**config.mk**
```make
export PLATFORM = sky130hd
export DESIGN_NAME = mem_stage
export DESIGN_NICKNAME = d
export VERILOG_FILES = /design/src/rtl/mem_stage.sv
export SDC_FILE = /design/constraint.sdc
export NUM_CORES = 1
export LEC_CHECK = 0
export CAP_MARGIN = 20
export CORE_ASPECT_RATIO = 2
export CORE_MARGIN = 3
export CORE_UTILIZATION = 35
export DETAILED_ROUTE_END_ITERATION = 8
export PLACE_DENSITY = 0.67
export RECOVER_POWER = 100
export SLEW_MARGIN = 25
export SYNTH_ARGS = -nofsm -noshare
export SYNTH_HDL_FRONTEND = slang
export SYNTH_SLANG_ARGS = --single-unit
```
**constraint.sdc**
```tcl
create_clock -name clk -period 2.8 [get_ports clk]
set_input_delay 0.56 -clock clk [delete_from_list [all_inputs] [get_ports clk]]
set_output_delay 0.56 -clock clk [all_outputs]
set_load 0.01 [all_outputs]
```
**src/rtl/mem_stage.sv**
```systemverilog
// Pipeline MEM stage: drives byte/half/word loads and stores over a req/ack
// data-memory handshake and returns a registered one-cycle result to MEM/WB.
module mem_stage #(
    parameter int TIMEOUT = 16,
    parameter int CNT_W   = 5
) (
    input  logic        clk,
    input  logic        rst,
    input  logic        in_valid,
    input  logic [31:0] alu_result,
    input  logic [31:0] rs2_data,
    input  logic        mem_read,
    input  logic        mem_write,
    input  logic [2:0]  funct3,
    input  logic [4:0]  rd_in,
    input  logic        reg_write_in,
    output logic        stall,
    output logic        dmem_req,
    output logic        dmem_we,
    output logic [31:0] dmem_addr,
    output logic [31:0] dmem_wdata,
    output logic [3:0]  dmem_wstrb,
    input  logic        dmem_ack,
    input  logic [31:0] dmem_rdata,
    output logic        out_valid,
    output logic [31:0] result,
    output logic [4:0]  rd_out,
    output logic        reg_write_out,
    output logic        misalign_exc,
    output logic        bus_err
);
    typedef enum logic {IDLE, BUSY} state_t;

    localparam logic [CNT_W-1:0] CNT_LAST = CNT_W'(TIMEOUT - 1);

    state_t           state_q, state_d;
    logic [CNT_W-1:0] cnt_q, cnt_d;
    logic             dmem_req_q, dmem_req_d;
    logic             dmem_we_q, dmem_we_d;
    logic [31:0]      dmem_addr_q, dmem_addr_d;
    logic [31:0]      dmem_wdata_q, dmem_wdata_d;
    logic [3:0]       dmem_wstrb_q, dmem_wstrb_d;
    logic             out_valid_q, out_valid_d;
    logic [31:0]      result_q, result_d;
    logic [4:0]       rd_out_q, rd_out_d;
    logic             reg_write_out_q, reg_write_out_d;
    logic             misalign_q, misalign_d;
    logic             bus_err_q, bus_err_d;
    // Instruction context captured at request time for the completion cycle
    logic [2:0]       funct3_q, funct3_d;
    logic [1:0]       lane_q, lane_d;
    logic [4:0]       rd_lat_q, rd_lat_d;
    logic             rw_lat_q, rw_lat_d;
    logic             read_lat_q, read_lat_d;

    logic        start, misaligned, last_wait, timeout_hit;
    logic [31:0] st_wdata, rd_shift, ld_data;
    logic [3:0]  st_wstrb;

    assign start       = in_valid & (mem_read | mem_write);
    assign last_wait   = (cnt_q == CNT_LAST);
    assign timeout_hit = (state_q == BUSY) & ~dmem_ack & last_wait;
    assign rd_shift    = dmem_rdata >> {lane_q, 3'b000};

    always_ff @(posedge clk) begin
        // NOTE: every flop, including the latched context, is reset so a late ack after reset finds a clean IDLE.
        if (rst) begin
            state_q         <= IDLE;
            cnt_q           <= '0;
            dmem_req_q      <= 1'b0;
            dmem_we_q       <= 1'b0;
            dmem_addr_q     <= '0;
            dmem_wdata_q    <= '0;
            dmem_wstrb_q    <= '0;
            out_valid_q     <= 1'b0;
            result_q        <= '0;
            rd_out_q        <= '0;
            reg_write_out_q <= 1'b0;
            misalign_q      <= 1'b0;
            bus_err_q       <= 1'b0;
            funct3_q        <= '0;
            lane_q          <= '0;
            rd_lat_q        <= '0;
            rw_lat_q        <= 1'b0;
            read_lat_q      <= 1'b0;
        end else begin
            state_q         <= state_d;
            cnt_q           <= cnt_d;
            dmem_req_q      <= dmem_req_d;
            dmem_we_q       <= dmem_we_d;
            dmem_addr_q     <= dmem_addr_d;
            dmem_wdata_q    <= dmem_wdata_d;
            dmem_wstrb_q    <= dmem_wstrb_d;
            out_valid_q     <= out_valid_d;
            result_q        <= result_d;
            rd_out_q        <= rd_out_d;
            reg_write_out_q <= reg_write_out_d;
            misalign_q      <= misalign_d;
            bus_err_q       <= bus_err_d;
            funct3_q        <= funct3_d;
            lane_q          <= lane_d;
            rd_lat_q        <= rd_lat_d;
            rw_lat_q        <= rw_lat_d;
            read_lat_q      <= read_lat_d;
        end
    end

    always_comb begin
        // NOTE: defaults first so no path leaves a signal unassigned and infers a latch.
        state_d = state_q;
        cnt_d   = cnt_q;
        case (state_q)
            IDLE: begin
                if (start && !misaligned) begin
                    state_d = BUSY;
                    cnt_d   = '0;
                end
            end
            BUSY: begin
                if (dmem_ack || timeout_hit) begin
                    state_d = IDLE;
                    cnt_d   = '0;
                end else begin
                    cnt_d = cnt_q + CNT_W'(1);
                end
            end
            default: state_d = IDLE;
        endcase
    end

    always_comb begin
        misaligned = 1'b0;
        case (funct3)
            3'b001, 3'b101: misaligned = alu_result[0];
            3'b010:         misaligned = |alu_result[1:0];
            default:        misaligned = 1'b0;
        endcase

        case (funct3[1:0])
            2'b00: begin
                st_wdata = {4{rs2_data[7:0]}};
                st_wstrb = 4'b0001 << alu_result[1:0];
            end
            2'b01: begin
                st_wdata = {2{rs2_data[15:0]}};
                st_wstrb = alu_result[1] ? 4'b1100 : 4'b0011;
            end
            default: begin
                st_wdata = rs2_data;
                st_wstrb = 4'b1111;
            end
        endcase

        case (funct3_q)
            3'b000:  ld_data = {{24{rd_shift[7]}}, rd_shift[7:0]};
            3'b001:  ld_data = {{16{rd_shift[15]}}, rd_shift[15:0]};
            3'b100:  ld_data = {24'd0, rd_shift[7:0]};
            3'b101:  ld_data = {16'd0, rd_shift[15:0]};
            default: ld_data = rd_shift;
        endcase
    end

    always_comb begin
        stall           = 1'b0;
        dmem_req_d      = dmem_req_q;
        dmem_we_d       = dmem_we_q;
        dmem_addr_d     = dmem_addr_q;
        dmem_wdata_d    = dmem_wdata_q;
        dmem_wstrb_d    = dmem_wstrb_q;
        out_valid_d     = 1'b0;
        result_d        = result_q;
        rd_out_d        = rd_out_q;
        reg_write_out_d = reg_write_out_q;
        misalign_d      = 1'b0;
        bus_err_d       = 1'b0;
        funct3_d        = funct3_q;
        lane_d          = lane_q;
        rd_lat_d        = rd_lat_q;
        rw_lat_d        = rw_lat_q;
        read_lat_d      = read_lat_q;
        case (state_q)
            IDLE: begin
                if (in_valid && !start) begin
                    out_valid_d     = 1'b1;
                    result_d        = alu_result;
                    rd_out_d        = rd_in;
                    reg_write_out_d = reg_write_in;
                end else if (start && misaligned) begin
                    out_valid_d     = 1'b1;
                    misalign_d      = 1'b1;
                    result_d        = alu_result;
                    rd_out_d        = rd_in;
                    reg_write_out_d = 1'b0;
                end else if (start) begin
                    stall        = 1'b1;
                    dmem_req_d   = 1'b1;
                    dmem_we_d    = mem_write;
                    dmem_addr_d  = {alu_result[31:2], 2'b00};
                    dmem_wdata_d = st_wdata;
                    dmem_wstrb_d = mem_write ? st_wstrb : 4'b0000;
                    funct3_d     = funct3;
                    lane_d       = alu_result[1:0];
                    rd_lat_d     = rd_in;
                    rw_lat_d     = reg_write_in;
                    read_lat_d   = mem_read;
                end
            end
            BUSY: begin
                // Stall drops in the final wait cycle so the abort and upstream advance share an edge
                stall = ~dmem_ack & ~last_wait;
                if (dmem_ack) begin
                    dmem_req_d      = 1'b0;
                    dmem_we_d       = 1'b0;
                    out_valid_d     = 1'b1;
                    rd_out_d        = rd_lat_q;
                    result_d        = read_lat_q ? ld_data : 32'd0;
                    reg_write_out_d = read_lat_q & rw_lat_q;
                end else if (timeout_hit) begin
                    dmem_req_d      = 1'b0;
                    dmem_we_d       = 1'b0;
                    out_valid_d     = 1'b1;
                    bus_err_d       = 1'b1;
                    rd_out_d        = rd_lat_q;
                    result_d        = 32'd0;
                    reg_write_out_d = 1'b0;
                end
            end
            default: ;
        endcase
    end

    assign dmem_req      = dmem_req_q;
    assign dmem_we       = dmem_we_q;
    assign dmem_addr     = dmem_addr_q;
    assign dmem_wdata    = dmem_wdata_q;
    assign dmem_wstrb    = dmem_wstrb_q;
    assign out_valid     = out_valid_q;
    assign result        = result_q;
    assign rd_out        = rd_out_q;
    assign reg_write_out = reg_write_out_q;
    assign misalign_exc  = misalign_q;
    assign bus_err       = bus_err_q;
endmodule

```
### After elaboration in Yosys (flattened, before gate mapping)

Cells that the tools add are included.

* muxes and demuxes: 46
* add/sub/neg operators: 1
* equality and inequality tests: 14
* reductions and logical operators: 15
* shift operators: 2
* bitwise gates (word level): 11

Operators by type and width (count)
* 32-bit 2-to-1 mux: 5
* 32-bit one-hot mux with 2 select lines: 2
* 32-bit one-hot mux with 4 select lines: 1
* 32-bit by 5-bit right shift with 32-bit output: 1
* 5-bit 2-to-1 mux: 6
* 1-bit 2-to-1 mux: 20
* 5-bit one-hot mux with 2 select lines: 2
* 1-bit one-hot mux with 2 select lines: 7
* 3-bit equality test, second input constant: 3
* 4-bit 2-to-1 mux: 2
* 2-bit inequality test, second input constant: 4
* 4-bit one-hot mux with 2 select lines: 1
* 4-bit AND reduction: 2
* 3-bit by 1-bit equality test with 1-bit output, second input constant: 2
* 3-bit OR reduction: 2
* 5-bit by 1-bit adder with 5-bit output, second input constant: 1
* 1-bit bitwise AND: 5
* 5-bit by 4-bit equality test with 1-bit output, second input constant: 1
* 1-bit NOT: 5
* 2-bit OR reduction: 2
* 1-bit by 2-bit left shift with 4-bit output, first input constant: 1
* 3-bit by 2-bit equality test with 1-bit output, second input constant: 1
* 1-bit logical AND: 3
* 3-bit logical NOT: 1
* other kinds (8): 9

* register bits: 127
* bits of input ports: 111

### Depth between registers and ports, before layout

Gate-level depths: netlist (run 1).

* depth in word-level cells: 7
* gate-level depth with buffers: 11
* gate-level depth less buffers: 8

### Least setup slack after synthesis (run 1)

No wires, ideal clock.

* path type: input -> output
* start: input funct3[1]
* end: output stall
* path slack: 361 ps
* data required time: 2240 ps
* arrival: 1879 ps
* stages: 7
* path buffers: 3
* cell sequence: clkbuf_1 inv_2 o41a_1 nand3_1 buf_2 buf_2 nand2_1

* cells in the longest elaborated chain, start to end: 7

Ends and longest elaborated chain
* from (decl): line 14 `input logic [2:0] funct3,`
* 3-bit by 1-bit equality test with 1-bit output or 3-bit equality test (tied branches): line 133 `case (funct3)`
* 2-bit OR reduction: line 133
* 1-bit one-hot mux with 2 select lines (*): line 133
* 1-bit logical AND (*): line 188 `end else if (start && misaligned) begin`
* 1-bit 2-to-1 mux (*): line 188
* 1-bit 2-to-1 mux (*): line 183 `if (in_valid && !start) begin`
* 1-bit one-hot mux with 2 select lines (*): line 181 `case (state_q)`
* to (decl): line 17 `output logic stall,`

Mark *: on every way between the ends. The rest lies on a longest branch, timed or not.

### Final worst setup path (run 1)

* start: register cnt_q[0]
* end: output stall

* cells in the longest elaborated chain, start to end: 4

Ends and longest elaborated chain
* from (decl): line 37 `logic [CNT_W-1:0] cnt_q, cnt_d;`
* from (signal assigned): line 88 `cnt_q <= cnt_d;`
* 5-bit by 4-bit equality test with 1-bit output: line 61 `assign last_wait = (cnt_q == CNT_LAST);`
* 1-bit NOT: line 210 `stall = ~dmem_ack & ~last_wait;`
* 1-bit bitwise AND: line 210
* 1-bit one-hot mux with 2 select lines: line 181

Every way passes these cells.

==> results.txt, run 1 <==
The met1 wire length is 7050 um. The clock passes through at most 2 buffers. Leaving out fill and tap cells, the most frequent cell in the layout is nand2_1. The register-to-register setup slack is 0.30 ns. The detailed router's first-iteration violation count is 248. The fraction of final layout cells sized beyond drive strength 1 came out at 0.0933. The critical path launch point type is a flip-flop.

The analysis attributes to cell leakage a power of 0.00350 uW. Setup repair after global routing left no endpoint under its margin. Leaving out fill and tap cells, the most frequent cells in the layout are nand2_1 (134), dfxtp_1 (127), dlygate4sd3_1 (110), clkdlybuf4s50_1 (108), nor2_1 (76). The final cell count without fillers is 1123. The peak clock frequency supported by timing is 0.384 GHz.

The final design area excluding fillers is 8790 um2. The mean instance size in the synthesized netlist is 8.33 um2. The post-route total power came out at 5250 uW. The portion of total power attributed to combinational logic came out at 0.201. After detailed placement, the design holds a cell count of 1091. The clock slew at the register clock pins of the worst setup and hold paths is 0.06 ns.

The placed wire-length estimate after detailed placement is 15800 um. The worst setup path is captured at an output port. The share of total power in sequential cells came out at 0.384. Dividing total power by cell area gives a power density of 597 nW/um2. Entering global routing, the biggest net connects 58 pins.

The routed length on met3 came out at 1240 um. The share of the cycle needed by the critical path after routing came out at 0.930. The final weighted congestion in routability-driven placement came out at 0.820. The root cell of the clock tree is clkbuf_16. The total congestion overflow after global routing came out at 0. Adding up every negative setup slack in the final design gives 0 ns.

The top-level I/O count came out at 223. The maximum vdd ir drop came out at 0.349 mV. The number of failing setup endpoints in the final timing report is 0. The number of diodes added for antenna fixing came out at 0.

The maximum fanout along the worst path came out at 4. The proportion of power drawn by the clock network is 0.415. The fraction of registers with async set or reset after synthesis came out at 0. The number of instances in the synthesized netlist came out at 685. The number of hold violations in the final report is 0. The post-detailed-routing wire length is 20800 um. The pre-CTS worst setup slack is -0.0433 ns. The count of cell types in the netlist came out at 50. The number of H-tree levels is 4. The final worst slack is 0.196 ns. The signed area change from the synthesized netlist to the final layout came out at 54.1%. The run finished with clean final reports.

Of the total power, the share spent switching nets is 0.288. In this run the vertical extent of the chip is 187 um. The total number of nets in the final design is 1022.

The count of flip-flops with a built-in enable after synthesis came out at 0. For this run, the leading register cell type out of synthesis is dfxtp_1. The critical path in this run is classified as reg -> out.

The worst pin sits at a relative slew slack of 0.499. The number of sinks on the clock net is 127. The final period demand of the worst path came out at 2.60 ns. Fill cells in the final layout number 1526. The total number of vias is 5897.

The met2 wire length is 11900 um. The floorplan die width came out at 96.3 um. TritonCTS built the clock tree. After detailed routing, the number of vias per cell comes to 5.25. The sequential fraction of the synthesis area came out at 0.446. The via count of the first global-routing pass is 5813.

After detailed routing, the average wire length per cell comes to 18.6 um. The number of clock buffers added by TritonCTS is 17. The first detailed-routing pass took 5 iterations.

The highest metal layer carrying signal wires in the routed design is met4. The clock latency on the worst-skew pair is 0.41 ns. The initial core utilization is 0.360.

The number of synthesized register bits is 127. The final clock skew came out at 0.0100 ns. The internal power of the cells is 3740 uW. Once placement finished, the instance area stood at 8250 um2. The number of antenna violations at the first check in global routing was 0. After floorplanning, the core was sized to cover 15900 um2. The total count of max-transition violations in the final report is 0. The count of port buffers added during placement is 220. The cell row count came out at 65.

The arrival time of the worst setup path is 2.04 ns. The count of nets left with antenna violations once routing finished came out at 0. The total die area came out at 18000 um2. The synthesized cell area is 5710 um2. The total track usage is 0.233.

The max-capacitance violation count came out at 0. The critical path data required time is 2.24 ns. The path class of the tightest hold or removal check is reg -> reg.

The slew at the pin with the worst max-slew slack came out at 0.748 ns. The count of warnings emitted by yosys came out at 0. The first global-routing pass estimated 31700 um of wire. The quantity of hold-fixing buffers added after cts is 0.

The switching power summed over all nets is 1510 uW. In the routed design, unresolved DRC markers number 0.
-- power groups by stage --
stage / registers [uW] / clock network (uW) / logic, uW
floorplan: 2110 / 0 / 443
global placement: 2060 / 0 / 1110
detailed placement: 2060 / 0 / 1120
CTS: 2030 / 2230 / 1130
global route: 2040 / 2310 / 1150
finish: 2020 / 2180 / 1060
-- sequential cells by signal, indices dropped and copies added (netlist names), 2 cells and up --
name        flops
dmem_wdata     32
result         32
dmem_addr      30
cnt_q           5
rd_lat_q        5
rd_out          5
dmem_wstrb      4
funct3_q        3
lane_q          2
-- worst paths after layout --
kind	depth (start not counted)	endpoint	from
worst min register to register	2	dmem_addr[7]	dmem_addr[7]
worst max register to register	10	result[24]	cnt_q[0]
worst min-delay path	2	dmem_addr[7]	dmem_addr[7]
worst max-delay path	6	stall	cnt_q[0]
-- per-stage QoR --
| step | utilization | hold slack, ns |
|---|---|---|
| 2_1_floorplan | - | 0.431 |
| 3_3_place_gp | 0.520 | 0.439 |
| 3_5_place_dp | 0.520 | 0.445 |
| 4_1_cts | 0.557 | 0.454 |
| 5_1_grt | 0.555 | 0.468 |
| 6_report | 0.555 | 0.450 |
-- final cells by class --
type / count / area [um2] / share of cell area
Sequential cell: 127 / 2540 / 0.289
Clock buffer: 18 / 439 / 0.0499
Timing Repair Buffer: 260 / 2490 / 0.283
Inverter: 6 / 22.5 / 0.00256
Multi-Input combinational cell: 497 / 2910 / 0.330
Clock inverter: 14 / 146 / 0.0166
Tap cell: 201 / 251 / 0.0286
-- layer usage --
| layer | vias up | track usage |
|---|---|---|
| met1 | 2756 | 0.226 |
| met4 | 0 | 0.0921 |
| li1 | 2906 | - |
| met5 | - | 0 |
| met2 | 205 | 0.451 |
| met3 | 30 | 0.0476 |
-- cells in the mapped netlist, drive strengths merged (2+ instances only) --
cell / count / area [um2]
dfxtp: 127 / 2540
clkbuf: 32 / 120
a221oi: 9 / 78.8
nand2: 134 / 503
nand2b: 2 / 12.5
a2111oi: 8 / 70.1
and3: 2 / 12.5
o21a: 2 / 15.0
ha: 2 / 25.0
a211o: 7 / 61.3
buf: 24 / 129
nor2b: 10 / 62.6
nor3: 11 / 55.1
nor2: 76 / 285
mux2i: 39 / 390
a32oi: 8 / 70.1
a211oi: 36 / 310
nand3b: 2 / 15.0
a311oi: 9 / 78.8
nor4: 4 / 40.0
a22o: 6 / 52.6
nand3: 4 / 20.0
o31ai: 2 / 15.0
o211ai: 9 / 67.6
o2bb2ai: 2 / 17.5
a21oi: 67 / 335
mux4: 2 / 45.0
o21ai: 29 / 145
inv: 6 / 22.5
-- worst max-delay path, cell delays in order, from the launching register on --
cell and delay (ns):
dfxtp_1 0.33, ha_1 0.23, and3_1 0.20, ha_1 0.22, or3b_1 0.37, nand2_1 0.07
clkbuf_1 0.21
-- cell families (layout without fill, tap and decap cells) --
group	Yosys count	in the layout	synth area share
other cells	1	2	0.000657
mux	41	41	0.0763
simple gates	251	251	0.184
buf+inv	62	298	0.0476
fa+ha+maj	2	2	0.00439
compound gates	201	201	0.241
flops	127	127	0.446
-- timing repair --
action | 4_1_cts | 5_1_grt
buffers inserted | 0 | 0
pin swaps | 0 | 0
resized for setup | 1 | 2
endpoints found under the setup margin | 1 | 1
(Power assumes the default switching activity.)
==> inputs of run 2 (changes only) <==
--- a/config.mk
+++ b/config.mk
@@ -10,8 +10,8 @@
 export CORE_MARGIN = 3
 export CORE_UTILIZATION = 35
 export DETAILED_ROUTE_END_ITERATION = 8
+export MAX_ROUTING_LAYER = met4
 export PLACE_DENSITY = 0.67
-export RECOVER_POWER = 100
 export SLEW_MARGIN = 25
 export SYNTH_ARGS = -nofsm -noshare
 export SYNTH_HDL_FRONTEND = slang
==> run 2 against run 1 <==
Against the previous run:
- worst setup slack improved by 0.067 ns
- non-clock buffer count unchanged
- largest power group unchanged
- total power increased by 1.1%
- critical endpoint unchanged
- largest cell class unchanged
- sequential power about the same
==> results.txt, run 2 (synthesis gave the netlist of run 1 again) <==
The flow ran to the end, and the final reports show no timing, DRC or antenna violations. For this run the aggregate overflow at the end of global routing stands at 0. The power density over the cells is 602 nW/um2.

The longest clock path from root to sink contains 2 buffers. The area of the core is 15900 um2. The wire length per cell after detailed routing came out at 18.6 um. The setup path with the least slack is of type reg -> out. The top-level I/O count came out at 223. The critical path data required time came out at 2.24 ns.

The instance count along the most critical hold path came out at 2. After detailed routing, the total wire length is 20900 um. The slew at the pin with the worst max-slew slack came out at 0.717 ns. The register-to-register setup slack came out at 0.39 ns.

The final design area excluding fillers came out at 8830 um2. The via count of the first global-routing pass came out at 5832. The root cell of the clock tree is clkbuf_16. The total number of nets in the final design is 1022. Derived from the worst setup path, the maximum achievable clock frequency is 0.394 GHz. The total number of vias came out at 5916. The number of diodes added for antenna fixing came out at 0.

STA classifies the critical path startpoint as a flip-flop. The fraction of final layout cells sized beyond drive strength 1 is 0.0998. The DRC violations left is 0. Compared with the post-synthesis result, the final layout area differs by 54.7%. Leaving out fill and tap cells, the most frequent cell in the layout is clkdlybuf4s50_1. The maximum fanout along the worst path is 4.

The first routing iteration left 269 violations. The number of failing setup endpoints in the final timing report came out at 0. In this run the worst hold path is classified as reg -> reg. The number of cells upsized or downsized after cts came out at 1. Post-CTS timing repair inserted 0 buffers for setup. The library cells used most frequently in the layout, excluding fill and tap cells, are clkdlybuf4s50_1 (218), nand2_1 (134), dfxtp_1 (127), nor2_1 (76), a21oi_1 (67). The cell row count came out at 65. The number of cells on the worst reg-to-reg path is 8. STA classifies the critical path endpoint as an output port. The number of inserted filler cells in the final layout came out at 1523. The quantity of hold-fixing buffers added after cts came out at 0.

During placement, the flow inserted port buffers numbering 220. On the worst path, the slowest cell contributes a delay of 0.37 ns. From left edge to right edge, the die measures 96.3 um. The smallest clock period supported by the final layout is computed as 2.54 ns. The share of the cycle needed by the critical path after routing came out at 0.906. The total track usage is 0.239. The post-route total power is 5310 uW.

Setup repair after global routing left no endpoint under its margin. The number of iterations in the first detailed-routing pass came out at 4. The slowest stage of the critical path is the or3b_1 cell. The per-cell via count in the routed design came out at 5.27.

The instance area at placement is 8250 um2. The first global-routing pass estimated 31600 um of wire. The CTS buffer count is 17. The largest net degree at the start of global routing came out at 58.

The final clock skew is 0.0120 ns. The number of antenna-violating nets in the routed design is 0. The total die area came out at 18000 um2. For this configuration, the core starts out at a cell density of 0.360. The placed wire-length estimate after detailed placement is 15800 um. The worst pin sits at a relative slew slack of 0.520. The total count of max-transition violations in the final report is 0.

From bottom edge to top edge, the die measures 187 um. The maximum vdd ir drop is 0.348 mV. The number of H-tree levels came out at 4. The number of antenna violations at the first check in global routing is 0. The leakage power came out at 0.00322 uW. The arrival time of the worst setup path came out at 1.98 ns.

The final weighted congestion in routability-driven placement is 0.832. The number of hold violations in the final report came to 0. Walking the worst path, the cells encountered are ha_1 -> and3_1 -> ha_1 -> or3b_1 -> nand2_1 -> clkbuf_2. The most numerous cell type found on the critical path is ha_1. The TritonCTS clock tree is yes. The number of sinks on the clock net came out at 127. The max-capacitance violation count came out at 0. The clock slew at the register clock pins of the worst setup and hold paths came out at 0.06 ns. The clock latency on the worst-skew pair is 0.41 ns.
==> run 2: area by class of cell <==
cell class	count	area, um2	share of cell area
tap	201	251	0.0285
clock inverter	14	146	0.0166
multi-input combinational	497	2910	0.329
sequential	127	2540	0.288
timing repair buffer	260	2520	0.285
inverter	6	22.5	0.00255
clock buffer	18	439	0.0497
==> run 2: path summary, 6_finish.rpt <==
kind	startpoint	to
worst min register to register	dmem_addr[7]	dmem_addr[7]
worst max register to register	cnt_q[0]	result[10]
worst max-delay path	cnt_q[0]	stall
worst min-delay path	dmem_addr[7]	dmem_addr[7]
==> run 2: power breakdown <==
part | leakage [uW] | switching (uW) | internal (uW)
clock | 0.000283 | 893 | 1280
combinational | 0.00190 | 546 | 568
sequential | 0.00104 | 77.4 | 1950
==> run 2: worst max-delay path: cells and delay by family (launching register included) <==
kind,cells,cell delay [ns]
and+or+nand+nor,3,0.64
buffers and inverters,1,0.15
DFF,1,0.33
adders and majority gates,2,0.45
==> run 2: stage by stage <==
stage	cells	worst slack [ns]	setup TNS [ns]	util	hold WS [ns]
floorplan	686	0.361	0	-	0.431
global placement	1091	-0.0330	-0.0330	0.520	0.439
detailed placement	1091	-0.0433	-0.0864	0.520	0.445
CTS	1123	0.0580	0	0.557	0.454
global route	1123	0.127	0	0.557	0.471
finish	1123	0.263	0	0.557	0.453
==> run 2: layer usage <==
| layer | part of all wire | global-route usage | wire length [um] | vias to the layer above |
|---|---|---|---|---|
| met5 | 0 | - | 0 | - |
| met4 | 0.027 | 0.0888 | 567 | 0 |
| met3 | 0.055 | 0.0379 | 1140 | 29 |
| met2 | 0.57 | 0.450 | 12000 | 230 |
| met1 | 0.35 | 0.235 | 7260 | 2761 |
| li1 | - | - | - | 2896 |
==> inputs of run 3 (changes only) <==
--- a/config.mk
+++ b/config.mk
@@ -7,7 +7,7 @@
 export LEC_CHECK = 0
 export CAP_MARGIN = 20
 export CORE_ASPECT_RATIO = 2
-export CORE_MARGIN = 3
+export CORE_MARGIN = 10
 export CORE_UTILIZATION = 35
 export DETAILED_ROUTE_END_ITERATION = 8
 export MAX_ROUTING_LAYER = met4
==> run 3 against run 2 <==
Against the previous run:
- sequential cell count is the same
- die area grew 23%
- wire length grew 7.2%
- critical path depth is the same
- worst setup slack lost 0.0052 ns
- maximum frequency shrank 0.20%
- core utilization shrank 0.72 points
- final area grew 0.74%
- register-to-register slack gained 0.09 ns
- largest power group unchanged
- sequential power is essentially flat
- first-iteration DRC count grew 6.3%
==> results.txt, run 3 (synthesis gave the netlist of run 1 again) <==
The remaining max-slew budget at the tightest pin is 0.524. The met1 wire length is 8000 um. The total count of max-transition violations in the final report is 0. The count of port buffers added during placement came out at 220. The utilization after layout came out at 0.549. Traced cell by cell, the critical path runs through ha_1 -> and3_1 -> ha_1 -> or3b_1 -> nand2_1 -> clkbuf_2. The peak clock frequency supported by timing is 0.393 GHz. The met2 wire length came out at 12400 um. The total die area is 22100 um2. In this run, the number of DRC markers left after iteration 0 of detailed routing was 286. CTS placed an instance of clkbuf_16 at the clock tree root. The slew at the pin with the worst max-slew slack came out at 0.711 ns.

The completed layout was analyzed and its total power is 5510 uW. The first-pass GRT wire length is 34300 um. The total number of nets in the final design came out at 1021.

Of the cells placed in the final design, the portion with a size suffix greater than 1 is 0.0988. Once placement finished, the instance area stood at 8270 um2. In this run the number of H-tree levels came out at 4. Detailed placement ended at an HPWL of 17100 um. After detailed routing, the number of remaining DRC violations is 0.

The flow ran to the end, and the final reports show no timing, DRC or antenna violations. The number of antenna diodes in the final layout is 0. Among cell families on the critical path, the largest total delay comes from simple AND/OR/NAND/NOR gates. In this run the static leakage power is 0.00325 uW. Once routing completed, OpenROAD measured the worst setup slack at 0.258 ns.

The maximum clock insertion buffer count is 2. From bottom edge to top edge, the die measures 201 um. The critical path launch point type is a flip-flop. The max-capacitance violation count is 0. The most common cell after layout, fill and taps aside is clkdlybuf4s50_1.

The final period demand of the worst path came out at 2.54 ns. On the critical path, the stage with the largest delay is an instance of or3b_1. The via count of the first global-routing pass is 6018.

OpenSTA, run right after detailed placement, puts the worst setup slack at -0.0350 ns. The total buffers and inverters traversed by the critical path came out at 1. The per-cell via count in the routed design came out at 5.26. The final clock skew came out at 0.00820 ns. After detailed placement, the design holds a cell count of 1093.

By startpoint and endpoint, the worst setup path is classified as reg -> out. The number of antenna violations at the first check in global routing came out at 0. The post-detailed-routing wire length came out at 22400 um.

The area of the core came out at 16200 um2. The arrival time of the worst setup path is 1.98 ns. The floorplan die width is 110 um. The signed area change from the synthesized netlist to the final layout came out at 55.9%. In this run the worst path has a maximum fanout of 4. The clock reaches the later pin of the worst-skew pair after 0.43 ns.

The number of hold violations in the final report came out at 0. The clock slew at the register clock pins of the worst setup and hold paths came out at 0.05 ns. The number of failing setup endpoints in the final timing report is 0. The total number of vias came out at 5920. By instance count, the cell type seen most on the critical path is ha_1. The critical path data required time is 2.24 ns. VDD sags by at most 0.469 mV. The wire length per cell after detailed routing came out at 20.0 um. In this run the worst hold path is classified as reg -> reg. The number of iterations in the first detailed-routing pass came out at 4. The initial core utilization is 0.353. The kind of capture point of the worst setup path is an output port. The CTS buffer count came out at 17.

For this run, the number of standard cells in the final layout without fillers is 1125. The congestion estimate from routability-driven global placement came to 0.828. The detail route stage leaves a number of antenna-violating nets equal to 0. Setup repair after global routing left no endpoint under its margin. The final design area excluding fillers came out at 8890 um2. The share of the cycle needed by the critical path after routing is 0.908. In the layout the commonest cells are clkdlybuf4s50_1 (218), nand2_1 (134), dfxtp_1 (127), nor2_1 (76), a21oi_1 (67). Entering global routing, the biggest net connects 58 pins.

The total track usage came out at 0.209. The total congestion overflow after global routing came out at 0. In the detailed route, the total length drawn on met3 is 1440 um. The quantity of hold-fixing buffers added after cts is 0. The worst stage delay on the critical path came out at 0.37 ns.

The power density over the cells is 620 nW/um2. The number of sinks on the clock net is 127. TritonCTS built the clock tree.

The cell row count is 66. The top-level I/O count came out at 223. In this run the top signal layer used is met4.
-- run 3: cell count changes in the layout (fill, tap and decap cells not counted), sizes merged --
cell	delta
inv	-8
clkinv	+5
buf	-1
bufinv	+3
-- run 3: metrics by stage --
step	setup TNS [ns]	hold WS (ns)
after floorplan	0	0.431
after global placement	-0.0359	0.439
after detailed placement	-0.0350	0.446
after CTS	0	0.452
after global routing	0	0.467
final	0	0.449
-- run 3: repair_timing --
item	in CTS	in global routing
gates resized for setup	1	2
gates cloned	0	0
endpoints found under the setup margin	1	1
setup buffers	0	0
-- run 3: final cells by class --
class	instances	area (um2)
sequential	127	2540
fill	1562	7290
inverter	6	22.5
timing repair buffer	259	2540
tap	204	255
clock buffer	18	439
multi-input combinational	497	2910
clock inverter	14	190
-- run 3: routing by layer --
metal / vias up / track usage
li1: 2891 / -
met1: 2786 / 0.206
met2: 206 / 0.376
met3: 37 / 0.0505
met4: 0 / 0.0784
met5: - / -
-- run 3: final timing paths --
kind                                     from       endpoint  slack (ns)  cells past startpoint
worst min register to register  dmem_wstrb[1]  dmem_wstrb[1]        0.45                      2
worst max-delay path                 cnt_q[0]          stall        0.26                      6
worst max register to register       cnt_q[0]      result[8]        0.48                      8
worst min-delay path            dmem_wstrb[1]  dmem_wstrb[1]        0.45                      2
-- run 3: where the power goes --
group | internal (uW) | switching, uW
registers | 1950 | 79.0
logic | 573 | 552
clock network | 1510 | 850
-- run 3: tightest hold or removal path, cell delays in order, from the launching register on --
cell and delay (ns):
dfxtp_1 0.30, nand2_1 0.05, a21oi_1 0.05
